File: config.mk
export PLATFORM = sky130hd
export DESIGN_NAME = pc_seq_flat
export DESIGN_NICKNAME = d
export VERILOG_FILES = /design/src/rtl/pc_seq_pkg.sv /design/src/rtl/pc_seq_if.sv /design/src/rtl/pc_redirect_mux.sv /design/src/rtl/pc_reg.sv /design/src/rtl/pc_seq.sv /design/src/flat_wrapper.sv
export SDC_FILE = /design/constraint.sdc
export NUM_CORES = 1
export LEC_CHECK = 0
export BUFFER_PORTS_ARGS = -buffer_cell sky130_fd_sc_hd__buf_2
export CAP_MARGIN = 25
export CORE_ASPECT_RATIO = 1.5
export CORE_MARGIN = 5
export CORE_UTILIZATION = 52
export DETAILED_ROUTE_END_ITERATION = 8
export GPL_TIMING_DRIVEN = 0
export HOLD_SLACK_MARGIN = 0.08
export PLACE_DENSITY = 0.86
export RECOVER_POWER = 50
export SYNTH_ARGS = -nofsm -noshare
export SYNTH_HDL_FRONTEND = slang
export SYNTH_HIERARCHICAL = 1
export SYNTH_SLANG_ARGS = --single-unit
File: constraint.sdc
create_clock -name clk -period 4.6 [get_ports clk]
set_clock_uncertainty 0.1 [all_clocks]
set_input_delay 0.46 -clock clk [delete_from_list [all_inputs] [get_ports clk]]
set_output_delay 0.46 -clock clk [all_outputs]
set_load 0.02 [all_outputs]
File: src/rtl/pc_seq_pkg.sv
// rtl/pc_seq_pkg.sv - shared constants, state encoding and helpers for the PC sequencer
package pc_seq_pkg;

  localparam int PC_W = 32;

  localparam logic [PC_W-1:0] RESET_VEC_DEF = 32'h0040_0000;
  localparam logic [PC_W-1:0] TRAP_VEC_DEF  = 32'h0040_0004;

  typedef enum logic [1:0] {
    ST_BOOT = 2'd0,
    ST_RUN  = 2'd1,
    ST_HOLD = 2'd2
  } state_t;

  // Which source the redirect mux picked this cycle; the FSM keys its updates off this.
  typedef enum logic [2:0] {
    SEL_HOLD = 3'd0,
    SEL_BOOT = 3'd1,
    SEL_EXC  = 3'd2,
    SEL_ERET = 3'd3,
    SEL_PEND = 3'd4,
    SEL_JMP  = 3'd5,
    SEL_BR   = 3'd6,
    SEL_SEQ  = 3'd7
  } sel_t;

  function automatic logic [PC_W-1:0] align(input logic [PC_W-1:0] t);
    return t & ~(PC_W'(3));
  endfunction

endpackage

File: src/rtl/pc_seq_if.sv
// rtl/pc_seq_if.sv - control/redirect bundle between the pipeline and the PC sequencer
interface pc_seq_if;
  import pc_seq_pkg::*;

  logic [PC_W-1:0] pc;
  logic            stall;
  logic            br_valid;
  logic [PC_W-1:0] br_target;
  logic            jmp_valid;
  logic [PC_W-1:0] jmp_target;
  logic            exc;
  logic            eret;

  logic            pc_ena;
  logic [PC_W-1:0] pc_next;
  logic [PC_W-1:0] epc;
  logic            in_trap;
  logic [1:0]      state;
  logic [PC_W-1:0] pc_q;

  modport master (
    output pc, stall, br_valid, br_target, jmp_valid, jmp_target, exc, eret,
    input  pc_ena, pc_next, epc, in_trap, state, pc_q
  );

  modport slave (
    input  pc, stall, br_valid, br_target, jmp_valid, jmp_target, exc, eret,
    output pc_ena, pc_next, epc, in_trap, state, pc_q
  );

endinterface

File: src/rtl/pc_redirect_mux.sv
// rtl/pc_redirect_mux.sv - combinational next-PC priority selection and target alignment
module pc_redirect_mux
  import pc_seq_pkg::*;
#(
  parameter logic [PC_W-1:0] RESET_VEC = RESET_VEC_DEF,
  parameter logic [PC_W-1:0] TRAP_VEC  = TRAP_VEC_DEF
) (
  input  logic            rst,
  input  state_t          state,
  input  logic            stall,
  input  logic [PC_W-1:0] pc,
  input  logic            br_valid,
  input  logic [PC_W-1:0] br_target,
  input  logic            jmp_valid,
  input  logic [PC_W-1:0] jmp_target,
  input  logic            exc,
  input  logic            eret,
  input  logic            in_trap,
  input  logic [PC_W-1:0] epc,
  input  logic            pend_valid,
  input  logic [PC_W-1:0] pend_target,
  output logic            pc_ena,
  output logic [PC_W-1:0] pc_next,
  output sel_t            sel
);

  logic exc_ok;
  logic eret_ok;

  // A nested exc is dropped, and eret outside the handler counts as absent.
  assign exc_ok  = exc & ~in_trap;
  assign eret_ok = eret & in_trap;

  always_comb begin
    sel = SEL_HOLD;
    if (rst) begin
      sel = SEL_HOLD;
    end else begin
      case (state)
        ST_BOOT: sel = SEL_BOOT;
        ST_RUN, ST_HOLD: begin
          if (exc_ok)                          sel = SEL_EXC;
          else if (stall)                      sel = SEL_HOLD;
          else if (state == ST_HOLD && pend_valid) sel = SEL_PEND;
          else if (eret_ok)                    sel = SEL_ERET;
          else if (jmp_valid)                  sel = SEL_JMP;
          else if (br_valid)                   sel = SEL_BR;
          else                                 sel = SEL_SEQ;
        end
        default: sel = SEL_BOOT;
      endcase
    end
  end

  always_comb begin
    pc_ena  = 1'b1;
    pc_next = pc;
    case (sel)
      SEL_HOLD: begin
        pc_ena  = 1'b0;
        pc_next = rst ? RESET_VEC : pc;
      end
      SEL_BOOT: pc_next = RESET_VEC;
      SEL_EXC:  pc_next = TRAP_VEC;
      SEL_ERET: pc_next = epc + PC_W'(4);
      SEL_PEND: pc_next = align(pend_target);
      SEL_JMP:  pc_next = align(jmp_target);
      SEL_BR:   pc_next = align(br_target);
      SEL_SEQ:  pc_next = pc + PC_W'(4);
      default:  pc_next = pc;
    endcase
  end

endmodule

File: src/rtl/pc_reg.sv
// rtl/pc_reg.sv - program counter register with load enable
module pc_reg
  import pc_seq_pkg::*;
(
  input  logic            clk,
  input  logic            rst,
  input  logic            ena,
  input  logic [PC_W-1:0] d,
  output logic [PC_W-1:0] q
);

  always_ff @(posedge clk) begin
    if (rst) begin
      q <= '0;
    end else if (ena) begin
      q <= d;
    end
  end

endmodule

File: src/rtl/pc_seq.sv
// rtl/pc_seq.sv - PC sequencer: boot/run/hold FSM, trap context, pending redirect and PC register
module pc_seq
  import pc_seq_pkg::*;
#(
  parameter logic [PC_W-1:0] RESET_VEC = RESET_VEC_DEF,
  parameter logic [PC_W-1:0] TRAP_VEC  = TRAP_VEC_DEF
) (
  input logic     clk,
  input logic     rst,
  pc_seq_if.slave bus
);

  state_t          state_q;
  logic            in_trap_q;
  logic [PC_W-1:0] epc_q;
  logic            pend_valid_q;
  logic            pend_is_jmp_q;
  logic [PC_W-1:0] pend_target_q;

  sel_t            sel;
  logic            pc_ena;
  logic [PC_W-1:0] pc_next;

  pc_redirect_mux #(
    .RESET_VEC (RESET_VEC),
    .TRAP_VEC  (TRAP_VEC)
  ) u_mux (
    .rst         (rst),
    .state       (state_q),
    .stall       (bus.stall),
    .pc          (bus.pc),
    .br_valid    (bus.br_valid),
    .br_target   (bus.br_target),
    .jmp_valid   (bus.jmp_valid),
    .jmp_target  (bus.jmp_target),
    .exc         (bus.exc),
    .eret        (bus.eret),
    .in_trap     (in_trap_q),
    .epc         (epc_q),
    .pend_valid  (pend_valid_q),
    .pend_target (pend_target_q),
    .pc_ena      (pc_ena),
    .pc_next     (pc_next),
    .sel         (sel)
  );

  always_ff @(posedge clk) begin
    if (rst) begin
      state_q       <= ST_BOOT;
      in_trap_q     <= 1'b0;
      epc_q         <= '0;
      pend_valid_q  <= 1'b0;
      pend_is_jmp_q <= 1'b0;
      pend_target_q <= '0;
    end else begin
      case (sel)
        SEL_HOLD: begin
          state_q <= ST_HOLD;
          // A jmp always wins; a br only lands if nothing or another br is pending.
          if (bus.jmp_valid) begin
            pend_valid_q  <= 1'b1;
            pend_is_jmp_q <= 1'b1;
            pend_target_q <= align(bus.jmp_target);
          end else if (bus.br_valid && !(pend_valid_q && pend_is_jmp_q)) begin
            pend_valid_q  <= 1'b1;
            pend_is_jmp_q <= 1'b0;
            pend_target_q <= align(bus.br_target);
          end
        end
        SEL_EXC: begin
          state_q      <= ST_RUN;
          epc_q        <= bus.pc;
          in_trap_q    <= 1'b1;
          pend_valid_q <= 1'b0;
        end
        SEL_ERET: begin
          state_q      <= ST_RUN;
          in_trap_q    <= 1'b0;
          pend_valid_q <= 1'b0;
        end
        default: begin
          state_q      <= ST_RUN;
          pend_valid_q <= 1'b0;
        end
      endcase
    end
  end

  pc_reg u_pc_reg (
    .clk (clk),
    .rst (rst),
    .ena (pc_ena),
    .d   (pc_next),
    .q   (bus.pc_q)
  );

  assign bus.pc_ena  = pc_ena;
  assign bus.pc_next = pc_next;
  assign bus.epc     = epc_q;
  assign bus.in_trap = in_trap_q;
  assign bus.state   = state_q;

endmodule

File: src/flat_wrapper.sv
// flat-port wrapper written by rule: the top's interface ports become plain ports
module pc_seq_flat import pc_seq_pkg::*;
#(
  parameter logic [PC_W-1:0] RESET_VEC = RESET_VEC_DEF,
  parameter logic [PC_W-1:0] TRAP_VEC  = TRAP_VEC_DEF
)
  (clk, rst, bus_pc, bus_stall, bus_br_valid, bus_br_target, bus_jmp_valid, bus_jmp_target, bus_exc, bus_eret, bus_pc_ena, bus_pc_next, bus_epc, bus_in_trap, bus_state, bus_pc_q);
  pc_seq_if bus_i ();
  input logic clk;
  input logic rst;
  input wire logic [$bits(bus_i.pc)-1:0] bus_pc;
  input wire logic [$bits(bus_i.stall)-1:0] bus_stall;
  input wire logic [$bits(bus_i.br_valid)-1:0] bus_br_valid;
  input wire logic [$bits(bus_i.br_target)-1:0] bus_br_target;
  input wire logic [$bits(bus_i.jmp_valid)-1:0] bus_jmp_valid;
  input wire logic [$bits(bus_i.jmp_target)-1:0] bus_jmp_target;
  input wire logic [$bits(bus_i.exc)-1:0] bus_exc;
  input wire logic [$bits(bus_i.eret)-1:0] bus_eret;
  output wire logic [$bits(bus_i.pc_ena)-1:0] bus_pc_ena;
  output wire logic [$bits(bus_i.pc_next)-1:0] bus_pc_next;
  output wire logic [$bits(bus_i.epc)-1:0] bus_epc;
  output wire logic [$bits(bus_i.in_trap)-1:0] bus_in_trap;
  output wire logic [$bits(bus_i.state)-1:0] bus_state;
  output wire logic [$bits(bus_i.pc_q)-1:0] bus_pc_q;
  assign bus_i.pc = bus_pc;
  assign bus_i.stall = bus_stall;
  assign bus_i.br_valid = bus_br_valid;
  assign bus_i.br_target = bus_br_target;
  assign bus_i.jmp_valid = bus_jmp_valid;
  assign bus_i.jmp_target = bus_jmp_target;
  assign bus_i.exc = bus_exc;
  assign bus_i.eret = bus_eret;
  assign bus_pc_ena = bus_i.pc_ena;
  assign bus_pc_next = bus_i.pc_next;
  assign bus_epc = bus_i.epc;
  assign bus_in_trap = bus_i.in_trap;
  assign bus_state = bus_i.state;
  assign bus_pc_q = bus_i.pc_q;
  pc_seq #(.RESET_VEC(RESET_VEC), .TRAP_VEC(TRAP_VEC)) u_core (.clk(clk), .rst(rst), .bus(bus_i));
endmodule
# Word level (Yosys, flattened, before mapping)
# Index checks and enable logic that the tools add are counted.
[totals]
inputBits = 103
reg_bits = 101
output_inout_bits = 100
ram_bits = 0
latchBits = 0
rom_bits = 0
word_cells = 51
n_memories = 0
[op_classes]
shifts = 0
add_sub_neg = 2
n_mux = 19
reduce_logical = 10
mul = 0
eq_ne = 9
n_bitwise = 4
div = 0
n_lt_le_gt_ge = 0
[op_table]
columns = ["op", "n"]
rows = [
  ["32-bit case mux with 8 select lines", 1],
  ["32-bit 2-to-1 mux", 3],
  ["32-bit by 3-bit adder with 32-bit output (second input constant)", 2],
  ["3-bit 2-to-1 mux", 6],
  ["3-bit equality test (second input constant)", 4],
  ["3-bit by 2-bit equality test with 1-bit output (second input constant)", 2],
  ["1-bit 2-to-1 mux", 6],
  ["2-bit 2-to-1 mux", 2],
  ["2-bit nonzero test", 2],
  ["2-bit OR reduction", 2],
  ["3-bit by 1-bit equality test with 1-bit output (second input constant)", 1],
  ["1-bit logical AND", 3],
  ["3-bit logical NOT", 1],
  ["1-bit AND", 2],
  ["2-bit by 1-bit equality test with 1-bit output (second input constant)", 1],
  ["2-bit equality test (second input constant)", 1],
  ["1-bit inverter", 2],
  ["1-bit case mux with 2 select lines", 1],
  ["2-bit AND reduction", 1],
  ["1-bit logical NOT", 1],
]

# Longest topological paths before layout
# Gate-level depths: netlist of run 1.
[logic_depth]
ltp_word = 11
mapped_depth = 20
depth_no_buf = 17

# Cells and area by module
# Netlist of run 1, hierarchy kept.
[by_module_without_submodules]
columns = ["module", "cells_per_inst", "n_inst", "area_per_inst_um2", "seq_area_each_um2"]
rows = [
  ["pc_seq", 260, 1, 2743.9, 1341.3],
  ["pc_redirect_mux", 350, 1, 2504.9, 0.0],
  ["pc_reg", 103, 1, 1163.6, 640.6],
]

# Worst setup path before layout of run 1
# Ideal clock, no wire load.
[synth_path]
kind = "register -> output"
from = "register u_core.state_q[0] (netlist: u_core/bus.state[0])"
to = "output bus_pc_next[30]"
path_stages_with_launch = 19
slack_ns = 0.172
n_path_buf = 4
t_arrival_ns = 3.868
cell_sequence = "dfxtp_1 > inv_1 > ha_1 > a21o_1 > o311ai_2 > and3b_1 > buf_6 > buf_6 > buf_2 > nand2_1 > nand2_1 > ha_1 > buf_2 > nand3_1 > nor4_1 > mux2i_4 > and4bb_1 > xor2_1 > o211ai_1"
[synth_via]
elab_chain_len = 9
[synth_rtl]
columns = ["element", "line", "text"]
rows = [
  ["start, declared", "pc_seq.sv:13", "state_t state_q;"],
  ["start signal, assigned", "pc_seq.sv:49", "state_q <= ST_BOOT;"],
  ["start signal, assigned", "pc_seq.sv:58", "state_q <= ST_HOLD;"],
  ["start signal, assigned", "pc_seq.sv:71", "state_q <= ST_RUN;"],
  ["2-bit equality test", "pc_redirect_mux.sv:39, pc_redirect_mux.sv:44", ""],
  ["1-bit logical AND", "pc_redirect_mux.sv:44", "else if (state == ST_HOLD && pend_valid) sel = SEL_PEND;"],
  ["3-bit 2-to-1 mux", "pc_redirect_mux.sv:44", ""],
  ["3-bit 2-to-1 mux", "pc_redirect_mux.sv:43", "else if (stall) sel = SEL_HOLD;"],
  ["3-bit 2-to-1 mux", "pc_redirect_mux.sv:42", "if (exc_ok) sel = SEL_EXC;"],
  ["3-bit 2-to-1 mux *", "pc_redirect_mux.sv:39", "case (state)"],
  ["3-bit 2-to-1 mux *", "pc_redirect_mux.sv:36", "if (rst) begin"],
  ["3-bit equality test (tied with other cells)", "pc_redirect_mux.sv:58", "case (sel)"],
  ["32-bit case mux with 8 select lines *", "pc_redirect_mux.sv:58", ""],
  ["end, declared", "flat_wrapper.sv:20", "output wire logic [$bits(bus_i.pc_next)-1:0] bus_pc_next;"],
]
# Every way passes the cells marked *; elsewhere a longest branch is shown, timed or not.

# Final worst setup path of run 1
[layout_path]
from = "register u_core.state_q[0] (netlist: u_core/bus.state[0])"
to = "output bus_pc_next[22]"
# Same word-level chain as after synthesis.

==> qor.txt, run 1 <==
OUTCOME
----------------------------------------------------------------------------------------
Status                                                                      finished clean

FINISH
----------------------------------------------------------------------------------------
Share of post-route cells with drive strength above 1                              0.248
Nets@finish                                                                         1041
Number of antenna repair diodes                                                        0
Syn-to-layout area delta                                                           25.0%
Utilization after layout                                                           0.667
Leading cell types in the layout, fill and taps excluded                    sky130_fd_sc_hd__buf_2 (134), sky130_fd_sc_hd__dfxtp_1 (98), sky130_fd_sc_hd__mux2i_1 (87)
Most common cell after layout, fill and taps aside                          sky130_fd_sc_hd__buf_2
Final cell count without fillers                                                    1094

TIMING
----------------------------------------------------------------------------------------
Final TNS setup                                                                     0 ps
RSZ-0062 raised after global routing                                                  no
Total count of hold-check failures in the final report                                 0
Post-route minimum period                                                        4480 ps
Pins over their slew limit                                                             0
Number of failing setup endpoints in the final timing report                           0
Final worst path period share                                                      0.973
Pin slew with the least headroom to its limit                                     816 ps
Max-slew headroom at the worst pin                                                 0.451
Fmax                                                                             223 MHz

CLOCK TREE
----------------------------------------------------------------------------------------
Worst-skew pair later-pin latency                                                 350 ps
Clock slew at reported path FFs                                                    70 ps
Number of H-tree levels                                                                3
Maximum clock insertion buffer count                                                   2
Root buf cell                                                               sky130_fd_sc_hd__clkbuf_16
Total CTS buffers                                                                      9
CTS tree                                                                             yes
Number of sinks driven by the clock tree                                              99

DRT
----------------------------------------------------------------------------------------
Sum of met2 wire segment lengths after detailed routing                          11.9 mm
Met3 Routed Length                                                               2.50 mm
Aggregate routed wire length                                                     24.4 mm
Number of design rule violations left after detail routing                             0
Antenna violation net count after detailed routing                                     0
M1 WL                                                                            8.45 mm
Via total after detailed routing                                                    7096
Highest metal layer used by the detailed router                                     met4
Post-DR wirelength/cell                                                          22.3 um
First-pass iteration count of the detailed router                                      8
Iteration-0 DRC count of the detailed router                                         922
Number of vias per cell                                                             6.49

GRT
----------------------------------------------------------------------------------------
Wire length of the first global-routing pass                                     36.5 mm
Total global-route track usage                                                     0.314
Vias in the first global route                                                      6815
Initial antenna violation count                                                        0
Largest net degree at the start of global routing                                     18
Remaining global-route overflow                                                        0

CRITICAL PATH
----------------------------------------------------------------------------------------
Critical path capture point type                                            primary output
Worst R2R Start                                                             u_core/bus.state[0]$_SDFF_PP0_
Worst Setup SP                                                              u_core/bus.state[0]$_SDFF_PP0_
Data arrival time of the critical path                                           3920 ps
WP data required                                                                 4040 ps
Kind of critical path                                                         reg -> out
Startpoint type of the worst setup path                                         register
Maximum fanout encountered on the critical timing path                                 6

PWR
----------------------------------------------------------------------------------------
Areal power density over the cells                                           356 nW/um^2
Total power after layout                                                       0.00285 W
Leak                                                                             3.42 nW
Worst ir drop on vdd                                                              176 uV

SYNTHESIS
----------------------------------------------------------------------------------------
Synth Area per Inst                                                            9.00 um^2
Gate count after technology mapping                                                  712
Yosys warns                                                                            6
Synthesized netlist net count                                                        817
Netlist Area Pre-Place                                                         6410 um^2

MIN PATH
----------------------------------------------------------------------------------------
Worst hold path startpoint                                                     bus_pc[1]
Worst hold path type                                                           in -> reg

DIE
----------------------------------------------------------------------------------------
Std-Cell Rows                                                                         49
Boundary Pins                                                                        203
Core outline area                                                             12000 um^2
Horizontal die dimension                                                          101 um
Starting density of the core                                                       0.533
Total die area                                                                14700 um^2
Height of the die                                                                 146 um

PLACEMENT
----------------------------------------------------------------------------------------
Post-placement cell count                                                           1063
Last weighted congestion value of the routability-driven placer                    0.983
Total half-perimeter wirelength after legalization and detailed placement        17.8 mm
Count of port buffers added during placement                                         198

RUN
----------------------------------------------------------------------------------------
Total of max-cap violations                                                            0

==> state kept, by name, indices dropped and copies added (netlist names) <==
| signal | flops |
|---|---|
| u_core/bus.epc | 32 |
| u_core/bus.in_trap | 1 |
| u_core/bus.state | 2 |
| u_core/pend_is_jmp_q | 1 |
| u_core/pend_target_q | 30 |
| u_core/pend_valid_q | 1 |
| u_core/u_pc_reg/q | 32 |
==> final timing paths <==
kind                                              to  slack, ps  cells after the start
setup reg to reg  u_core/u_pc_reg/q[30]$_SDFFE_PP0P_        800                     20
hold / removal        u_core/bus.epc[1]$_SDFFE_PP0N_        260                      3
hold reg to reg   u_core/u_pc_reg/q[13]$_SDFFE_PP0P_        400                      2
setup / recovery                     bus_pc_next[22]        120                     19
==> metal layers <==
metal | vias up | GRT usage
met5 | - | 0
met4 | 0 | 0.173
met3 | 126 | 0.0566
met2 | 526 | 0.535
met1 | 3329 | 0.363
li1 | 3115 | -
==> area by class of cell <==
| cell class | count | area [um^2] |
|---|---|---|
| plain buffers | 47 | 419 |
| clock buffers | 10 | 239 |
| clock inverters | 6 | 70.1 |
| fillers | 1039 | 4000 |
| inverters | 37 | 139 |
| multi-input cells | 527 | 3910 |
| flip-flops and latches | 99 | 1980 |
| well taps | 153 | 191 |
| repair buffers | 215 | 1060 |
==> per-stage QoR <==
stage	instance area [um^2]	hold slack, ps	worst slack (ps)
2_1_floorplan	6410	367	172
3_3_place_gp	7590	368	-536
3_5_place_dp	7590	377	-536
4_1_cts	8050	264	5.70
5_1_grt	8010	300	5.61
6_report	8010	265	125
==> where the power goes <==
part           internal (W)  switching (W)  total, W
logic              0.000402       0.000600   0.00100
registers          0.000965      0.0000837   0.00105
clock network      0.000443       0.000358  0.000801
total               0.00181        0.00104   0.00285
==> worst max-delay path, cell delays in order (launching register included) <==
cell	delay, ps
sky130_fd_sc_hd__dfxtp_2	320
sky130_fd_sc_hd__inv_1	40
sky130_fd_sc_hd__ha_2	200
sky130_fd_sc_hd__a21o_1	200
sky130_fd_sc_hd__buf_4	150
sky130_fd_sc_hd__a31oi_4	210
sky130_fd_sc_hd__and3b_1	220
sky130_fd_sc_hd__buf_6	130
sky130_fd_sc_hd__buf_8	110
sky130_fd_sc_hd__nand2_1	50
sky130_fd_sc_hd__nand2_1	70
sky130_fd_sc_hd__ha_2	200
sky130_fd_sc_hd__buf_6	120
sky130_fd_sc_hd__nand3_4	90
sky130_fd_sc_hd__nor4_4	390
sky130_fd_sc_hd__mux2i_4	200
sky130_fd_sc_hd__nor2_2	160
sky130_fd_sc_hd__xnor2_1	110
sky130_fd_sc_hd__a221oi_2	360
sky130_fd_sc_hd__buf_4	210
==> repair_timing <==
item / CTS / global route
setup endpoints to repair: 15 / 8
resized for setup: 19 / 9
cloned: 0 / 1
pin swaps: 12 / 5
hold buffers: 0 / 0
setup buffers: 7 / 9
Note: power is estimated with default switching activity, not from simulation.
==> run 2: changes to the inputs <==
clock period = 5 ns   (was 4.6 ns; I/O delays follow)
==> qor.txt, run 2 (synthesized netlist as in run 1, its figures left out) <==
OUTCOME
----------------------------------------------------------------------------------------
Status                                                                      finished clean

GRT
----------------------------------------------------------------------------------------
Vias in the first global route                                                      6759
Initial antenna violation count                                                        0
Largest net degree at the start of global routing                                     18
Wire length of the first global-routing pass                                     35.9 mm
Total global-route track usage                                                     0.307
Remaining global-route overflow                                                        0

DIE
----------------------------------------------------------------------------------------
Std-Cell Rows                                                                         49
Total die area                                                                14700 um^2
Height of the die                                                                 146 um
Horizontal die dimension                                                          101 um
Boundary Pins                                                                        203
Core outline area                                                             12000 um^2
Starting density of the core                                                       0.533

TIMING
----------------------------------------------------------------------------------------
Total count of hold-check failures in the final report                                 0
Max-slew headroom at the worst pin                                                 0.476
Post-route minimum period                                                        4890 ps
Fmax                                                                             204 MHz
Number of failing setup endpoints in the final timing report                           0
Pins over their slew limit                                                             0
Pin slew with the least headroom to its limit                                     779 ps
RSZ-0062 raised after global routing                                                  no
Min setup slack post-route                                                        110 ps
Final worst path period share                                                      0.978

CRITICAL PATH
----------------------------------------------------------------------------------------
WP data required                                                                 4400 ps
CP cell instances                                                           inv_1 > ha_1 > a2111o_1 > o311ai_4 > nand4_4 > buf_6 > buf_6 > buf_2 > nand2_1 > nand2_1 > ha_2 > buf_6 > nand3_2 > nor4_4 > mux2i_4 > buf_4 > nor2_1 > xnor2_1 > o21ai_1 > buf_2
Most used cell, CP                                                          sky130_fd_sc_hd__buf_6
Largest stage delay, worst path                                                   410 ps
Data arrival time of the critical path                                           4290 ps
Startpoint type of the worst setup path                                         register
Maximum fanout encountered on the critical timing path                                10
Critical path's slowest cell                                                sky130_fd_sc_hd__nor4_4
Critical path capture point type                                            primary output
Kind of critical path                                                         reg -> out

DRT
----------------------------------------------------------------------------------------
Antenna violation net count after detailed routing                                     0
First-pass iteration count of the detailed router                                      9
Post-DR wirelength/cell                                                          21.8 um
Iteration-0 DRC count of the detailed router                                         909
Aggregate routed wire length                                                     23.7 mm
Via total after detailed routing                                                    6939
Number of vias per cell                                                             6.40
Number of design rule violations left after detail routing                             0

FINISH
----------------------------------------------------------------------------------------
Total non-filler cell area in the finished layout                              7890 um^2
Share of post-route cells with drive strength above 1                              0.236
Leading cell types in the layout, fill and taps excluded                    sky130_fd_sc_hd__buf_2 (136), sky130_fd_sc_hd__dfxtp_1 (99), sky130_fd_sc_hd__mux2i_1 (87)
Number of antenna repair diodes                                                        0
Fill cells                                                                          1058
Most common cell after layout, fill and taps aside                          sky130_fd_sc_hd__buf_2
Nets@finish                                                                         1032
Utilization after layout                                                           0.657
Syn-to-layout area delta                                                           23.1%

PLACEMENT
----------------------------------------------------------------------------------------
Pre-CTS setup slack                                                              -194 ps
Last weighted congestion value of the routability-driven placer                    0.983
Cell area after placement                                                      7590 um^2
Total half-perimeter wirelength after legalization and detailed placement        17.8 mm
Count of port buffers added during placement                                         198

CLOCK TREE
----------------------------------------------------------------------------------------
Root buf cell                                                               sky130_fd_sc_hd__clkbuf_16
CTS tree                                                                             yes
Total CTS buffers                                                                      9
Number of sinks driven by the clock tree                                              99
Number of H-tree levels                                                                3
Maximum clock insertion buffer count                                                   2
Worst-skew pair later-pin latency                                                 350 ps
Quantity of hold-fixing buffers added after cts                                        0
Clock slew at reported path FFs                                                    70 ps

MIN PATH
----------------------------------------------------------------------------------------
Worst hold path type                                                           in -> reg

PWR
----------------------------------------------------------------------------------------
Areal power density over the cells                                           329 nW/um^2
Leak                                                                             3.35 nW
Worst ir drop on vdd                                                              156 uV

RUN
----------------------------------------------------------------------------------------
Total of max-cap violations                                                            0

==> run 2: power by group <==
| part | switching (W) | internal, W | leakage [nW] | total, W |
|---|---|---|---|---|
| clock network | 0.000324 | 0.000408 | 0.154 | 0.000732 |
| logic | 0.000546 | 0.000354 | 2.39 | 0.000900 |
| registers | 0.0000759 | 0.000888 | 0.810 | 0.000963 |
| total | 0.000946 | 0.00165 | 3.35 | 0.00260 |
==> run 2: worst paths after layout <==
check                                                        start                                 end  slack, ps  cells after the start
worst min register to register  u_core/u_pc_reg/q[13]$_SDFFE_PP0P_  u_core/u_pc_reg/q[13]$_SDFFE_PP0P_        400                      2
worst max register to register      u_core/bus.state[0]$_SDFF_PP0_  u_core/u_pc_reg/q[30]$_SDFFE_PP0P_        860                     20
worst min-delay path                                     bus_pc[1]      u_core/bus.epc[1]$_SDFFE_PP0N_        310                      3
worst max-delay path                u_core/bus.state[0]$_SDFF_PP0_                     bus_pc_next[18]        110                     20
==> run 2: metal layers <==
| metal | share of wire | wire [um] | global-route usage | vias up |
|---|---|---|---|---|
| met5 | 0 | 0 | 0 | - |
| met4 | 0.056 | 1340 | 0.166 | 0 |
| met3 | 0.095 | 2240 | 0.0494 | 100 |
| met1 | 0.35 | 8380 | 0.360 | 3249 |
| met2 | 0.49 | 11700 | 0.524 | 501 |
| li1 | - | - | - | 3089 |
==> run 2: through the flow <==
stage	hold slack [ps]	instances	TNS, ps	power [W]
3_3_place_gp	368	1063	-877	0.00186
5_1_grt	344	1085	0	0.00268
3_5_place_dp	377	1063	-954	0.00187
4_1_cts	304	1080	0	0.00260
2_1_floorplan	367	712	0	0.00158
6_report	308	1085	0	0.00260
==> run 2: what timing repair did <==
action	CTS	global route
pin swaps	1	8
buffers inserted	1	6
endpoints found under the setup margin	8	8
resized for setup	7	13
==> run 2: critical path: cells and delay by family (launching register included) <==
kind	cells	cell delay (ps)
AO/OA/AOI/OAI	3	640
XOR/XNOR	1	80
adder cells (fa/ha/maj)	2	440
buffers and inverters	7	1250
flip-flops	1	310
multiplexers	1	190
AND/OR/NAND/NOR	6	1030
==> run 2: final cells by class <==
type	instances	area, um^2	area share
inverter	37	139	0.0176
multi-input combinational	527	3880	0.492
buffer	48	420	0.0533
clock inverter	6	70.1	0.00888
tap	153	191	0.0243
clock buffer	10	239	0.0303
sequential	99	1980	0.251
timing repair buffer	205	965	0.122
==> run 3: changes to the inputs <==
--- a/config.mk
+++ b/config.mk
@@ -10,3 +10,2 @@
 export CORE_ASPECT_RATIO = 1.5
-export CORE_MARGIN = 5
 export CORE_UTILIZATION = 52
@@ -15,3 +14,3 @@
 export HOLD_SLACK_MARGIN = 0.08
-export PLACE_DENSITY = 0.86
+export PLACE_DENSITY_LB_ADDON = 0.08
 export RECOVER_POWER = 50
--- a/constraint.sdc
+++ b/constraint.sdc
@@ -4,2 +4,2 @@
 set_output_delay 0.5 -clock clk [all_outputs]
-set_load 0.02 [all_outputs]
+set_load 0.005 [all_outputs]
==> qor.txt, run 3 (synthesized netlist as in run 1, its figures left out) <==
PWR
----------------------------------------------------------------------------------------
Clock share of power                                                               0.290
Leak                                                                             3.53 nW
Areal power density over the cells                                           314 nW/um^2
Total power after layout                                                       0.00250 W
Switching Power                                                               0.000849 W
Proportion of total power due to net switching                                     0.340
Worst ir drop on vdd                                                              228 uV
Sequential Power Share                                                             0.387
Combinational cell fraction of total power                                         0.323
Internal power                                                                 0.00165 W

DRT
----------------------------------------------------------------------------------------
Post-DR wirelength/cell                                                          22.7 um
Iteration-0 DRC count of the detailed router                                         681
Number of design rule violations left after detail routing                             0
Number of vias per cell                                                             6.34
First-pass iteration count of the detailed router                                      7
Aggregate routed wire length                                                     24.6 mm
Antenna violation net count after detailed routing                                     0
Via total after detailed routing                                                    6874

PLACEMENT
----------------------------------------------------------------------------------------
Total half-perimeter wirelength after legalization and detailed placement        18.6 mm
Cell area after placement                                                      7590 um^2
Count of port buffers added during placement                                         198
Pre-CTS setup slack                                                             -33.7 ps
Post-placement cell count                                                           1063
Last weighted congestion value of the routability-driven placer                    0.899

TIMING
----------------------------------------------------------------------------------------
Final worst path period share                                                      0.979
Min setup slack post-route                                                        106 ps
Post-route minimum period                                                        4890 ps
Pins over their slew limit                                                             0
Total count of hold-check failures in the final report                                 0
Pin slew with the least headroom to its limit                                     779 ps
Fmax                                                                             204 MHz
Number of failing setup endpoints in the final timing report                           0
Final TNS setup                                                                     0 ps
Max-slew headroom at the worst pin                                                 0.480

FINISH
----------------------------------------------------------------------------------------
Leading cell types in the layout, fill and taps excluded                    sky130_fd_sc_hd__buf_2 (180), sky130_fd_sc_hd__dfxtp_1 (99), sky130_fd_sc_hd__mux2i_1 (87)
Nets@finish                                                                         1031
Area used by multi-input combinational logic                                   3890 um^2
Fill cells                                                                          1090
Syn-to-layout area delta                                                           23.8%
FF/Latch Area                                                                  1980 um^2
Most common cell after layout, fill and taps aside                          sky130_fd_sc_hd__buf_2
Share of post-route cells with drive strength above 1                              0.280
Final cell count without fillers                                                    1085
Total non-filler cell area in the finished layout                              7940 um^2

CLOCK TREE
----------------------------------------------------------------------------------------
Total CTS buffers                                                                      9
CTS tree                                                                             yes
Root buf cell                                                               sky130_fd_sc_hd__clkbuf_16
Worst-skew pair later-pin latency                                                 350 ps
Number of H-tree levels                                                                3
Clock slew at reported path FFs                                                    70 ps
Quantity of hold-fixing buffers added after cts                                        0
Maximum clock insertion buffer count                                                   2
Number of sinks driven by the clock tree                                              99

RUN
----------------------------------------------------------------------------------------
Total of max-cap violations                                                            0

DIE
----------------------------------------------------------------------------------------
Total die area                                                                12800 um^2
Height of the die                                                                 138 um
Horizontal die dimension                                                         92.6 um
Std-Cell Rows                                                                         49
Boundary Pins                                                                        203
Starting density of the core                                                       0.533
Core outline area                                                             12000 um^2

OUTCOME
----------------------------------------------------------------------------------------
Status                                                                      finished clean

CRITICAL PATH
----------------------------------------------------------------------------------------
Worst Setup SP                                                              u_core/bus.in_trap$_SDFFE_PP0P_
Top Family by Delay on Critical Path                                        simple AND/OR/NAND/NOR gates
Startpoint type of the worst setup path                                         register
Data arrival time of the critical path                                           4290 ps
Worst R2R Start                                                             u_core/bus.in_trap$_SDFFE_PP0P_
CP cell instances                                                           or2b_4 > o311ai_4 > nand4_4 > buf_6 > buf_6 > clkbuf_4 > nand2_1 > nand2_1 > ha_2 > nand3_1 > nor4_4 > mux2i_4 > buf_4 > a211oi_2 > xor2_1 > o211ai_1 > buf_2
Maximum fanout encountered on the critical timing path                                10
Kind of critical path                                                         reg -> out
WP data required                                                                 4400 ps
Critical path's slowest cell                                                sky130_fd_sc_hd__dfxtp_1
Buffer and inverter count on the worst path                                            5
Critical path capture point type                                            primary output
Largest stage delay, worst path                                                   550 ps

GRT
----------------------------------------------------------------------------------------
Initial antenna violation count                                                        0
Wire length of the first global-routing pass                                     36.4 mm
Vias in the first global route                                                      6498
Largest net degree at the start of global routing                                     18
Remaining global-route overflow                                                        0
Total global-route track usage                                                     0.378

MIN PATH
----------------------------------------------------------------------------------------
Worst hold path type                                                           in -> reg
Worst hold path startpoint                                                     bus_pc[1]

run 3: worst reg2reg max path, cell delays in order (launching register included):
cell and delay (ps):
sky130_fd_sc_hd__dfxtp_1 550, sky130_fd_sc_hd__or2b_4 260, sky130_fd_sc_hd__o311ai_4 130, sky130_fd_sc_hd__nand4_4 210, sky130_fd_sc_hd__buf_6 220, sky130_fd_sc_hd__buf_6 190, sky130_fd_sc_hd__clkbuf_4 240, sky130_fd_sc_hd__nand2_1 80
sky130_fd_sc_hd__nand2_1 110, sky130_fd_sc_hd__ha_2 210, sky130_fd_sc_hd__nand3_1 150, sky130_fd_sc_hd__nor4_4 480, sky130_fd_sc_hd__mux2i_4 180, sky130_fd_sc_hd__buf_4 180, sky130_fd_sc_hd__a211oi_2 210, sky130_fd_sc_hd__xor2_1 230
sky130_fd_sc_hd__o211ai_1 140, sky130_fd_sc_hd__mux2i_1 170, sky130_fd_sc_hd__nor2_1 50
run 3: through the flow:
step                hold WS (ps)  utilization
floorplan                    367            -
global placement             369        0.632
detailed placement           380        0.632
CTS                          312        0.660
global route                 333        0.660
finish                       311        0.660
run 3: path summary, 6_finish.rpt:
| check | endpoint | slack (ps) | cells past startpoint |
|---|---|---|---|
| min | u_core/bus.epc[1]$_SDFFE_PP0N_ | 310 | 3 |
| max | bus_pc_next[28] | 110 | 17 |
| max reg2reg | u_core/u_pc_reg/q[28]$_SDFFE_PP0P_ | 790 | 18 |
| min reg2reg | u_core/u_pc_reg/q[25]$_SDFFE_PP0P_ | 390 | 2 |
run 3: power groups by stage:
stage	combinational (W)	sequential [W]	clock [W]
floorplan	0.000519	0.000964	0
global placement	0.000785	0.000971	0
detailed placement	0.000801	0.000977	0
CTS	0.000807	0.000961	0.000730
global route	0.000858	0.000974	0.000764
finish	0.000807	0.000966	0.000723
run 3: what timing repair did:
action,4_1_cts,5_1_grt
endpoints found under the setup margin,7,8
resized for setup,4,14
setup buffers,1,5
endpoints found under the hold margin,0,0
pin swaps,1,6
cloned,0,0
run 3: layout make-up:
cell class              instances  area share
well taps                     153      0.0241
inverters                      37      0.0175
flip-flops and latches         99       0.250
clock inverters                 6     0.00930
diodes                          1    0.000315
plain buffers                  48      0.0535
clock buffers                  10      0.0289
repair buffers                204       0.127
multi-input cells             527       0.490
run 3: layer usage:
| layer | share of wire | vias to the layer above | GRT usage |
|---|---|---|---|
| met3 | 0.072 | 87 | 0.0603 |
| met1 | 0.37 | 3264 | 0.439 |
| met4 | 0.069 | 0 | 0.250 |
| met5 | 0 | - | 0 |
| met2 | 0.48 | 429 | 0.643 |
| li1 | - | 3094 | - |
